==> src/rtl/ddsm_pkg.sv <==
// Shared definitions for the NC-DDSM output stage: output-mode encoding.
package ddsm_pkg;

  localparam int unsigned DDSM_MODE_W = 2;

  typedef logic [DDSM_MODE_W-1:0] ddsm_mode_t;

  localparam ddsm_mode_t DDSM_MODE_PASS  = 2'b00;
  localparam ddsm_mode_t DDSM_MODE_OFFS  = 2'b01;
  localparam ddsm_mode_t DDSM_MODE_CLAMP = 2'b10;
  localparam ddsm_mode_t DDSM_MODE_HOLD  = 2'b11;

endpackage

==> src/rtl/ddsm_output_stage_if.sv <==
// Sample/control bundle between the noise-coupling network and the divider word.
interface ddsm_output_stage_if
  import ddsm_pkg::*;
#(
  parameter int unsigned P_WIDTH = 4,
  parameter int unsigned P_CNT_W = 16
) ();

  logic               i_valid;
  logic [P_WIDTH-1:0] i_network;
  ddsm_mode_t         i_mode;
  logic               i_cnt_clr;
  logic [P_WIDTH-1:0] o_frac;
  logic               o_valid;
  logic [P_CNT_W-1:0] o_clamp_cnt;
  logic               o_clamp;

  // Source side: the network feeding samples and watching the result.
  modport master (
    output i_valid, i_network, i_mode, i_cnt_clr,
    input  o_frac, o_valid, o_clamp_cnt, o_clamp
  );

  // Output stage side.
  modport slave (
    input  i_valid, i_network, i_mode, i_cnt_clr,
    output o_frac, o_valid, o_clamp_cnt, o_clamp
  );

endinterface

==> src/rtl/ddsm_pipe_stage.sv <==
// One valid-tagged pipeline register; payload only loads with a valid sample.
module ddsm_pipe_stage
  import ddsm_pkg::*;
#(
  parameter int unsigned P_WIDTH = 4
) (
  input  logic               clk,
  input  logic               rst_n,
  input  logic               prev_valid,
  input  logic [P_WIDTH-1:0] prev_data,
  input  ddsm_mode_t         prev_mode,
  output logic               valid,
  output logic [P_WIDTH-1:0] data,
  output ddsm_mode_t         mode
);

  // Valid always follows upstream so bubbles propagate; payload freezes on bubbles.
  always_ff @(posedge clk or negedge rst_n) begin
    if (!rst_n) begin
      valid <= 1'b0;
      data  <= '0;
      mode  <= DDSM_MODE_PASS;
    end else begin
      valid <= prev_valid;
      if (prev_valid) begin
        data <= prev_data;
        mode <= prev_mode;
      end
    end
  end

endmodule

==> src/rtl/ddsm_output_stage.sv <==
// NC-DDSM output stage: delay pipeline, per-sample output mode, clamp-event counter.
module ddsm_output_stage
  import ddsm_pkg::*;
#(
  parameter int unsigned P_WIDTH    = 4,
  parameter int unsigned P_DELAY    = 1,
  parameter int          P_CLAMP_LO = -6,
  parameter int          P_CLAMP_HI = 7,
  parameter int unsigned P_CNT_W    = 16
) (
  input logic                i_clk,
  input logic                i_rst_n,
  ddsm_output_stage_if.slave bus
);

  localparam int SIGNED_MAX = (1 << (P_WIDTH - 1)) - 1;
  localparam int SIGNED_MIN = -SIGNED_MAX - 1;

  localparam logic signed [P_WIDTH-1:0] CLAMP_LO = P_WIDTH'(P_CLAMP_LO);
  localparam logic signed [P_WIDTH-1:0] CLAMP_HI = P_WIDTH'(P_CLAMP_HI);
  localparam logic [P_WIDTH-1:0]        MSB_MASK = {1'b1, {(P_WIDTH - 1){1'b0}}};

  if (P_CLAMP_LO > P_CLAMP_HI || P_CLAMP_LO < SIGNED_MIN || P_CLAMP_HI > SIGNED_MAX)
  begin : gen_bad_clamp
    $error("ddsm_output_stage: clamp bounds invalid for P_WIDTH");
  end

  // Index 0 is the input port, index k+1 is the output of pipeline stage k.
  logic               pipe_valid [P_DELAY+1];
  logic [P_WIDTH-1:0] pipe_data  [P_DELAY+1];
  ddsm_mode_t         pipe_mode  [P_DELAY+1];

  assign pipe_valid[0] = bus.i_valid;
  assign pipe_data[0]  = bus.i_network;
  assign pipe_mode[0]  = bus.i_mode;

  for (genvar k = 0; k < P_DELAY; k++) begin : gen_pipe
    ddsm_pipe_stage #(
      .P_WIDTH (P_WIDTH)
    ) u_stage (
      .clk        (i_clk),
      .rst_n      (i_rst_n),
      .prev_valid (pipe_valid[k]),
      .prev_data  (pipe_data[k]),
      .prev_mode  (pipe_mode[k]),
      .valid      (pipe_valid[k+1]),
      .data       (pipe_data[k+1]),
      .mode       (pipe_mode[k+1])
    );
  end

  logic                      arr_valid;
  logic [P_WIDTH-1:0]        arr_data;
  ddsm_mode_t                arr_mode;
  logic signed [P_WIDTH-1:0] arr_s;
  logic signed [P_WIDTH-1:0] clamped;
  logic                      clamp_hit;

  assign arr_valid = pipe_valid[P_DELAY];
  assign arr_data  = pipe_data[P_DELAY];
  assign arr_mode  = pipe_mode[P_DELAY];

  // Saturate the arriving sample and flag whether a valid clamp-mode sample was altered.
  always_comb begin
    arr_s   = $signed(arr_data);
    clamped = arr_s;
    if (arr_s > CLAMP_HI) begin
      clamped = CLAMP_HI;
    end else if (arr_s < CLAMP_LO) begin
      clamped = CLAMP_LO;
    end
    clamp_hit = arr_valid && (arr_mode == DDSM_MODE_CLAMP) && (clamped != arr_s);
  end

  logic [P_WIDTH-1:0] frac_q;
  logic               valid_q;
  logic               clamp_q;
  logic [P_CNT_W-1:0] cnt_q;

  // Mode stage: applies the mode that travelled with the sample.
  always_ff @(posedge i_clk or negedge i_rst_n) begin
    if (!i_rst_n) begin
      frac_q  <= '0;
      valid_q <= 1'b0;
      clamp_q <= 1'b0;
    end else if (arr_valid) begin
      unique case (arr_mode)
        DDSM_MODE_PASS: begin
          frac_q  <= arr_data;
          valid_q <= 1'b1;
          clamp_q <= 1'b0;
        end
        DDSM_MODE_OFFS: begin
          frac_q  <= arr_data ^ MSB_MASK;
          valid_q <= 1'b1;
          clamp_q <= 1'b0;
        end
        DDSM_MODE_CLAMP: begin
          frac_q  <= clamped;
          valid_q <= 1'b1;
          clamp_q <= clamp_hit;
        end
        DDSM_MODE_HOLD: begin
          valid_q <= 1'b0;
        end
      endcase
    end else begin
      valid_q <= 1'b0;
    end
  end

  // Saturating clamp-event counter; clear wins over a same-cycle increment.
  always_ff @(posedge i_clk or negedge i_rst_n) begin
    if (!i_rst_n) begin
      cnt_q <= '0;
    end else if (bus.i_cnt_clr) begin
      cnt_q <= '0;
    end else if (clamp_hit && (cnt_q != '1)) begin
      cnt_q <= cnt_q + 1'b1;
    end
  end

  assign bus.o_frac      = frac_q;
  assign bus.o_valid     = valid_q;
  assign bus.o_clamp     = clamp_q;
  assign bus.o_clamp_cnt = cnt_q;

endmodule
==> src/flat_wrapper.sv <==
// flat-port wrapper written by rule: the top's interface ports become plain ports
module ddsm_output_stage_flat import ddsm_pkg::*;
#(
  parameter int unsigned P_WIDTH    = 4,
  parameter int unsigned P_DELAY    = 1,
  parameter int          P_CLAMP_LO = -6,
  parameter int          P_CLAMP_HI = 7,
  parameter int unsigned P_CNT_W    = 16
)
  (i_clk, i_rst_n, bus_i_valid, bus_i_network, bus_i_mode, bus_i_cnt_clr, bus_o_frac, bus_o_valid, bus_o_clamp_cnt, bus_o_clamp);
  ddsm_output_stage_if #(.P_WIDTH(P_WIDTH), .P_CNT_W(P_CNT_W)) bus_i ();
  input logic i_clk;
  input logic i_rst_n;
  input wire logic [$bits(bus_i.i_valid)-1:0] bus_i_valid;
  input wire logic [$bits(bus_i.i_network)-1:0] bus_i_network;
  input wire logic [$bits(bus_i.i_mode)-1:0] bus_i_mode;
  input wire logic [$bits(bus_i.i_cnt_clr)-1:0] bus_i_cnt_clr;
  output wire logic [$bits(bus_i.o_frac)-1:0] bus_o_frac;
  output wire logic [$bits(bus_i.o_valid)-1:0] bus_o_valid;
  output wire logic [$bits(bus_i.o_clamp_cnt)-1:0] bus_o_clamp_cnt;
  output wire logic [$bits(bus_i.o_clamp)-1:0] bus_o_clamp;
  assign bus_i.i_valid = bus_i_valid;
  assign bus_i.i_network = bus_i_network;
  assign bus_i.i_mode = bus_i_mode;
  assign bus_i.i_cnt_clr = bus_i_cnt_clr;
  assign bus_o_frac = bus_i.o_frac;
  assign bus_o_valid = bus_i.o_valid;
  assign bus_o_clamp_cnt = bus_i.o_clamp_cnt;
  assign bus_o_clamp = bus_i.o_clamp;
  ddsm_output_stage #(.P_WIDTH(P_WIDTH), .P_DELAY(P_DELAY), .P_CLAMP_LO(P_CLAMP_LO), .P_CLAMP_HI(P_CLAMP_HI), .P_CNT_W(P_CNT_W)) u_core (.i_clk(i_clk), .i_rst_n(i_rst_n), .bus(bus_i));
endmodule
==> config.mk <==
export PLATFORM = sky130hd
export DESIGN_NAME = ddsm_output_stage_flat
export DESIGN_NICKNAME = d
export VERILOG_FILES = /design/src/rtl/ddsm_pkg.sv /design/src/rtl/ddsm_output_stage_if.sv /design/src/rtl/ddsm_pipe_stage.sv /design/src/rtl/ddsm_output_stage.sv /design/src/flat_wrapper.sv
export SDC_FILE = /design/constraint.sdc
export NUM_CORES = 1
export LEC_CHECK = 0
export CAP_MARGIN = 15
export CORE_MARGIN = 4
export CORE_UTILIZATION = 40
export CTS_CLUSTER_DIAMETER = 80
export DETAILED_ROUTE_END_ITERATION = 10
export MAX_ROUTING_LAYER = met4
export PLACE_DENSITY_LB_ADDON = 0.25
export SETUP_SLACK_MARGIN = 0.5
export SYNTH_ARGS = -nofsm -noshare
export SYNTH_HDL_FRONTEND = slang
export SYNTH_SLANG_ARGS = --single-unit
==> constraint.sdc <==
create_clock -name i_clk -period 2.3 [get_ports i_clk]
set_input_delay 0.46 -clock i_clk [delete_from_list [all_inputs] [get_ports i_clk]]
set_output_delay 0.46 -clock i_clk [all_outputs]
set_load 0.01 [all_outputs]
==> out/metrics.cfg, run 1 <==
[status]
status=finished clean

[finish]
num_antenna_cells=0
fillCellCount=289
drive_gt1_share_pct=33.5
final_nets=220
finalInstanceArea_sq_um=2360
syn_to_final_growth_pct=51.0
fin_util_pct=63.5

[placed_design]
place_area_sq_um=1910
io_buffers=31
place.gp.congestion=0.794
hpwl_um=2470

[global_route]
grt_pass1_vias=1471
grt_pass1_wl_um=6900
grt_max_degree=30
grt_overflow=0
grt_usage_pct=17.9
antenna_found_initial=0

[synth]
yosysSeqAreaShare_pct=46.5
syn-num-nets=171
ys_ff_latch=29
synth.avg_cell_area_sq_um=10.0
async_flop_share_pct=100
synth_area_leaders=dfrtp_1 (46%), mux2_2 (5.8%), ha_1 (4.0%)
synthTopCellsByCount=dfrtp_1 (29), nand2_1 (13), a21oi_1 (11), o21ai_0 (11)
ys_types=37
syn_area_sq_um=1560
synth-edff-count=0
synthFlopType=dfrtp_1
synth_top_area_cell=dfrtp_1
synthCells=156
ys_warn_count=0
yosysTopAreaCellShare_pct=46.5
yosysMostFrequentCell=dfrtp_1

[clock_tree]
cts-root-buf=clkbuf_8
clk_pin_slew_ns=0.07
cts.path.max_buffers=2
clk-insertion-delay-late_ns=0.28
cts_tree=done
numCtsBuffers=5
htree_levels=2
cts_sinks=29
hold_buffers=0

[sta]
finalCriticalPeriod_ns=1.94
rsz0062_at_grt=true
final-setup-viol-count=0
hold_viol_final=0
max_freq_mhz=516
tightest_slew_ns=0.379
hold_slack_ns=0.476
finalCritPeriodShare_pct=84.2
fin_worst_skew_ns=0.0128
relSlewSlack_pct=74.7
fin_setup_tns_ns=0
slew_violations=0

[power_and_ir_drop]
peakVddDrop_v=0.000293
p_per_area_nw_per_um2=523
p_leak_nw=0.944

[setup_path]
end_kind=register
crit_chain=o21ai_2 > ha_4 > nand3_4 > o22a_2 > or4_4 > a21oi_2
crit_path_max_fanout=6
critPathBufInv=0
start_kind=register
required_ns=2.51
cp_top_family=simple AND/OR/NAND/NOR gates
crit_path_top_delay_cell=or4_4
slowest_delay_ns=0.54
cp.arrival_ns=2.15
path_class=register to register

[detailed_routing]
drt_pass1_iterations=4
wl_um=4500
drt-vias-per-instance=5.93
wl_per_cell_um=17.7
antenna_left=0
vias=1507
drt_drc_violations_left=0
drtIter0Drc=88

[floorplanning]
dieWidth_um=70.5
start_util_pct=42.0
core_area_sq_um=3720
die_h_um=70.5
row_count=22
die-area_sq_um=4970
pin_count=32

[hold_path]
hold_path_class=register to register

[run]
max_cap_violations=0

[worst min-delay path: stages (launching register included)]
cell	delay (ns)
dfrtp_1	0.35
nand2_1	0.05
nand2_1	0.05
[path summary, 6_finish.rpt]
path / startpoint / to / slack (ns) / cells after the start
setup / recovery: u_core.gen_pipe[0].u_stage.data[3]$_DFFE_PN0P_ / u_core.bus.o_clamp_cnt[12]$_DFFE_PN0P_ / 0.36 / 6
setup reg to reg: u_core.gen_pipe[0].u_stage.data[3]$_DFFE_PN0P_ / u_core.bus.o_clamp_cnt[12]$_DFFE_PN0P_ / 0.36 / 6
hold / removal: u_core.bus.o_frac[3]$_DFFE_PN0P_ / u_core.bus.o_frac[3]$_DFFE_PN0P_ / 0.48 / 2
max in group asynchronous: i_rst_n / u_core.bus.o_clamp_cnt[2]$_DFFE_PN0P_ / 1.42 / 2
min in group asynchronous: i_rst_n / u_core.bus.o_clamp_cnt[8]$_DFFE_PN0P_ / 0.57 / 2
hold reg to reg: u_core.bus.o_frac[3]$_DFFE_PN0P_ / u_core.bus.o_frac[3]$_DFFE_PN0P_ / 0.48 / 2
[logic make-up after synthesis]
kind of cell,Yosys count,synth area share (%)
DFF,29,46.5
muxes,9,6.49
AOI/OAI and AO/OA,37,14.7
buffers and inverters,16,5.37
and+or+nand+nor,59,22.4
adders and majority gates,5,4.01
xor gates and xnor gates,1,0.561
[metal layers]
metal  vias to the layer above  track usage [%]  wire, um
li1                        681                -         -
met1                       740             20.9      1850
met2                        68             29.6      2240
met3                        18             3.74       275
met4                         0             7.45       131
met5                         -                -         0
[through the flow]
step	cells	total power [mW]	setup WS (ns)
2_1_floorplan	156	0.674	0.348
3_3_place_gp	230	0.756	0.237
3_5_place_dp	230	0.765	0.128
4_1_cts	248	1.21	0.338
5_1_grt	254	1.29	0.300
6_report	254	1.23	0.362
[report_power, final]
group	internal [mW]	switching [mW]	leakage [nW]	total (mW)
sequential	0.542	0.0230	0.377	0.565
clock	0.208	0.198	0.0439	0.407
combinational	0.128	0.134	0.523	0.263
[what timing repair did]
action | 4_1_cts | 5_1_grt
gates cloned | 3 | 0
gates resized for setup | 24 | 26
setup buffers | 7 | 6
pin swaps | 13 | 9
setup endpoints to repair | 16 | 21
[cell usage in the layout (no fill, tap or decap), types with 3 or more instances in the layout]
master,count
dfrtp_2,3
a21oi_1,5
nand2_1,13
o31ai_1,7
nor2_1,7
mux2_4,5
or4_4,5
dfrtp_1,26
or3_1,3
clkdlybuf4s50_1,30
o21ai_0,10
inv_1,6
nor4_4,5
buf_4,15
mux2_2,3
clkbuf_8,5
nand3_1,5
a21oi_2,6
nor2b_1,7
[cell type report]
class,count,area [sq um],area share (%)
clock buffer,5,68.8,2.92
clock inverter,3,17.5,0.743
inverter,8,30.0,1.27
multi-input combinational,114,1020,43.1
sequential,29,729,30.9
tap,48,60.1,2.55
timing repair buffer,47,437,18.5
[flip-flops by register name (all words and copies together), names as in the netlist]
name,flops
u_core.bus.o_clamp,1
u_core.gen_pipe.u_stage.mode,2
u_core.bus.o_valid,1
u_core.bus.o_clamp_cnt,16
u_core.gen_pipe.u_stage.data,4
u_core.gen_pipe.u_stage.valid,1
u_core.bus.o_frac,4
Note: power is estimated with default switching activity, not from simulation.
==> inputs of run 2 (changes only) <==
Clock period 2.3 ns to 1.9 ns, I/O delays scaled along.
==> run 2 against run 1 <==
  * The run now ends with negative setup slack left
  * Maximum frequency about the same
  * Register-to-register slack lost 0.40 ns
  * Setup slack lost 0.40 ns
  * Global-route usage grew 1.6 points
  * Sequential cell count unchanged
  * Routed wire length grew 9.3%
  * Sequential share of layout area fell by 2.1 points
  * Critical endpoint is now u_core.bus.o_clamp_cnt[9]$_DFFE_PN0P_
==> out/metrics.cfg, run 2 (synthesis gave the netlist of run 1 again) <==
[sta]
hold_viol_final=0  ; unchanged
fin_worst_skew_ns=0.00123  ; -0.0116 ns
fin_setup_tns_ns=-0.155  ; -0.155 ns
max_freq_mhz=516  ; about the same
fin_ws_ns=-0.0365  ; -0.399 ns
tightest_slew_ns=0.417  ; +0.0386 ns
final-setup-viol-count=7  ; +7
relSlewSlack_pct=72.1  ; -2.7 points
finalCritPeriodShare_pct=102  ; +18 points
hold_slack_ns=0.472  ; -0.00459 ns
slew_violations=0  ; unchanged
rsz0062_at_grt=true
finalCriticalPeriod_ns=1.94  ; -0.00127 ns

[finish]
finalInstanceArea_sq_um=2530  ; +7.2%
fin_util_pct=68.0  ; +4.5 points
final_nets=248  ; +13%
num_antenna_cells=0  ; unchanged
drive_gt1_share_pct=48.7  ; +15 points
fillCellCount=277  ; -4.2%
largest_reg_flops=16  ; unchanged
final_common_cell=buf_4
instances_no_fill=282  ; +11%
syn_to_final_growth_pct=61.9
layout_common_cells=buf_4 (38), dfrtp_1 (27), nand2_1 (13)

[detailed_routing]
drt_drc_violations_left=0  ; unchanged
drt_pass1_iterations=5  ; +1
vias=1594  ; +5.8%
wl_per_cell_um=17.4  ; -1.5%
antenna_left=0  ; unchanged
drt-vias-per-instance=5.65  ; -4.7%
wl_um=4920  ; +9.3%
drtIter0Drc=175  ; +99%

[clock_tree]
cts-root-buf=clkbuf_8
cts_tree=done
numCtsBuffers=5  ; unchanged
clk_pin_slew_ns=0.06  ; about the same
cts_sinks=29  ; unchanged
clk-insertion-delay-late_ns=0.28  ; about the same
htree_levels=2  ; unchanged
cts.path.max_buffers=2  ; unchanged

[global_route]
grt_usage_pct=19.5  ; +1.6 points
grt_pass1_vias=1556  ; +5.8%
grt_overflow=0  ; unchanged
grt_max_degree=30  ; unchanged
antenna_found_initial=0  ; unchanged
grt_pass1_wl_um=7570  ; +9.7%

[placed_design]
post-place-ws_ns=-0.251  ; -0.380 ns
io_buffers=31  ; unchanged
dp_cells=248  ; +7.8%
place_area_sq_um=2040  ; +7.1%
hpwl_um=2620  ; +6.4%
place.gp.congestion=0.835  ; +5.3%

[setup_path]
timing.rr.end=u_core.bus.o_clamp_cnt[9]$_DFFE_PN0P_
r2r-start=u_core.gen_pipe[0].u_stage.data[3]$_DFFE_PN0P_
crit_path_max_fanout=6  ; unchanged
startpoint=u_core.gen_pipe[0].u_stage.data[3]$_DFFE_PN0P_
end_kind=register
r2r_setup_slack_ns=-0.04  ; -0.40 ns
crit_chain=o21ai_2 > ha_4 > nand3_4 > o22a_4 > buf_6 > nor4_4 > mux2_4
path_class=register to register
crit_path_top_delay_cell=dfrtp_1
slowest_delay_ns=0.41  ; -0.13 ns
cp.arrival_ns=2.10  ; -0.05 ns
required_ns=2.06  ; -0.45 ns
r2r_cells=7  ; +1
start_kind=register
crit_end=u_core.bus.o_clamp_cnt[9]$_DFFE_PN0P_

[power_and_ir_drop]
p_total_mw=1.61  ; +30%
p_leak_nw=1.13  ; +19%
peakVddDrop_v=0.000386  ; +32%
p_per_area_nw_per_um2=635  ; +21%

[floorplanning]
core_area_sq_um=3720  ; unchanged
die-area_sq_um=4970  ; unchanged
row_count=22  ; unchanged
dieWidth_um=70.5  ; unchanged
pin_count=32  ; unchanged
die_h_um=70.5  ; unchanged
start_util_pct=42.0  ; unchanged

[status]
violations=negative setup slack
status=finished with violations

[run]
max_cap_violations=0  ; unchanged

[hold_path]
hold_path_class=register to register

## run 2: where the power goes
group | leakage (nW) | internal [mW] | switching [mW]
Sequential | 0.379 | 0.656 | 0.0258
Clock | 0.0542 | 0.327 | 0.237
Combinational | 0.694 | 0.179 | 0.180
Total | 1.13 | 1.16 | 0.444
## run 2: critical path: cells and delay by family (launching register included)
kind	cells	cell delay, ns
AOI/OAI and AO/OA	2	0.39
buffers and inverters	1	0.14
DFF	1	0.41
muxes	1	0.33
and+or+nand+nor	2	0.24
adders and majority gates	1	0.30
## run 2: area by class of cell
class,count,area [sq um],share of cell area [%]
tap,48,60.1,2.38
clock buffer,7,96.3,3.81
inverter,8,32.5,1.29
clock inverter,1,5.00,0.198
sequential,29,728,28.8
multi-input combinational,113,1010,40.0
timing repair buffer,76,596,23.6
## run 2: how the worst min path moves through the flow
stage | startpoint | end | slack, ns | depth (start not counted)
floorplan | i_rst_n | u_core.bus.o_clamp$_DFFE_PN0P_ | 0.08 | 0
global placement | u_core.bus.o_frac[3]$_DFFE_PN0P_ | u_core.bus.o_frac[3]$_DFFE_PN0P_ | 0.45 | 2
detailed placement | u_core.bus.o_frac[3]$_DFFE_PN0P_ | u_core.bus.o_frac[3]$_DFFE_PN0P_ | 0.46 | 2
CTS | u_core.bus.o_frac[3]$_DFFE_PN0P_ | u_core.bus.o_frac[3]$_DFFE_PN0P_ | 0.47 | 2
global route | u_core.bus.o_frac[1]$_DFFE_PN0P_ | u_core.bus.o_frac[1]$_DFFE_PN0P_ | 0.52 | 1
finish | u_core.bus.o_clamp$_DFFE_PN0P_ | u_core.bus.o_clamp$_DFFE_PN0P_ | 0.47 | 2
## run 2: repair_timing
item | CTS | global route
hold endpoints to repair | 0 | 0
endpoints found under the setup margin | 42 | 25
hold buffers | 0 | 0
pin swaps | 17 | 12
gates resized for setup | 82 | 36
setup buffers | 12 | 12
gates cloned | 2 | 0
## run 2: layer usage
metal	GRT usage, %	part of all wire, %	vias to the layer above
met5	-	0	-
met4	7.45	1.8	0
met3	4.60	5.9	12
met2	31.1	51	67
met1	23.8	42	784
li1	-	-	731
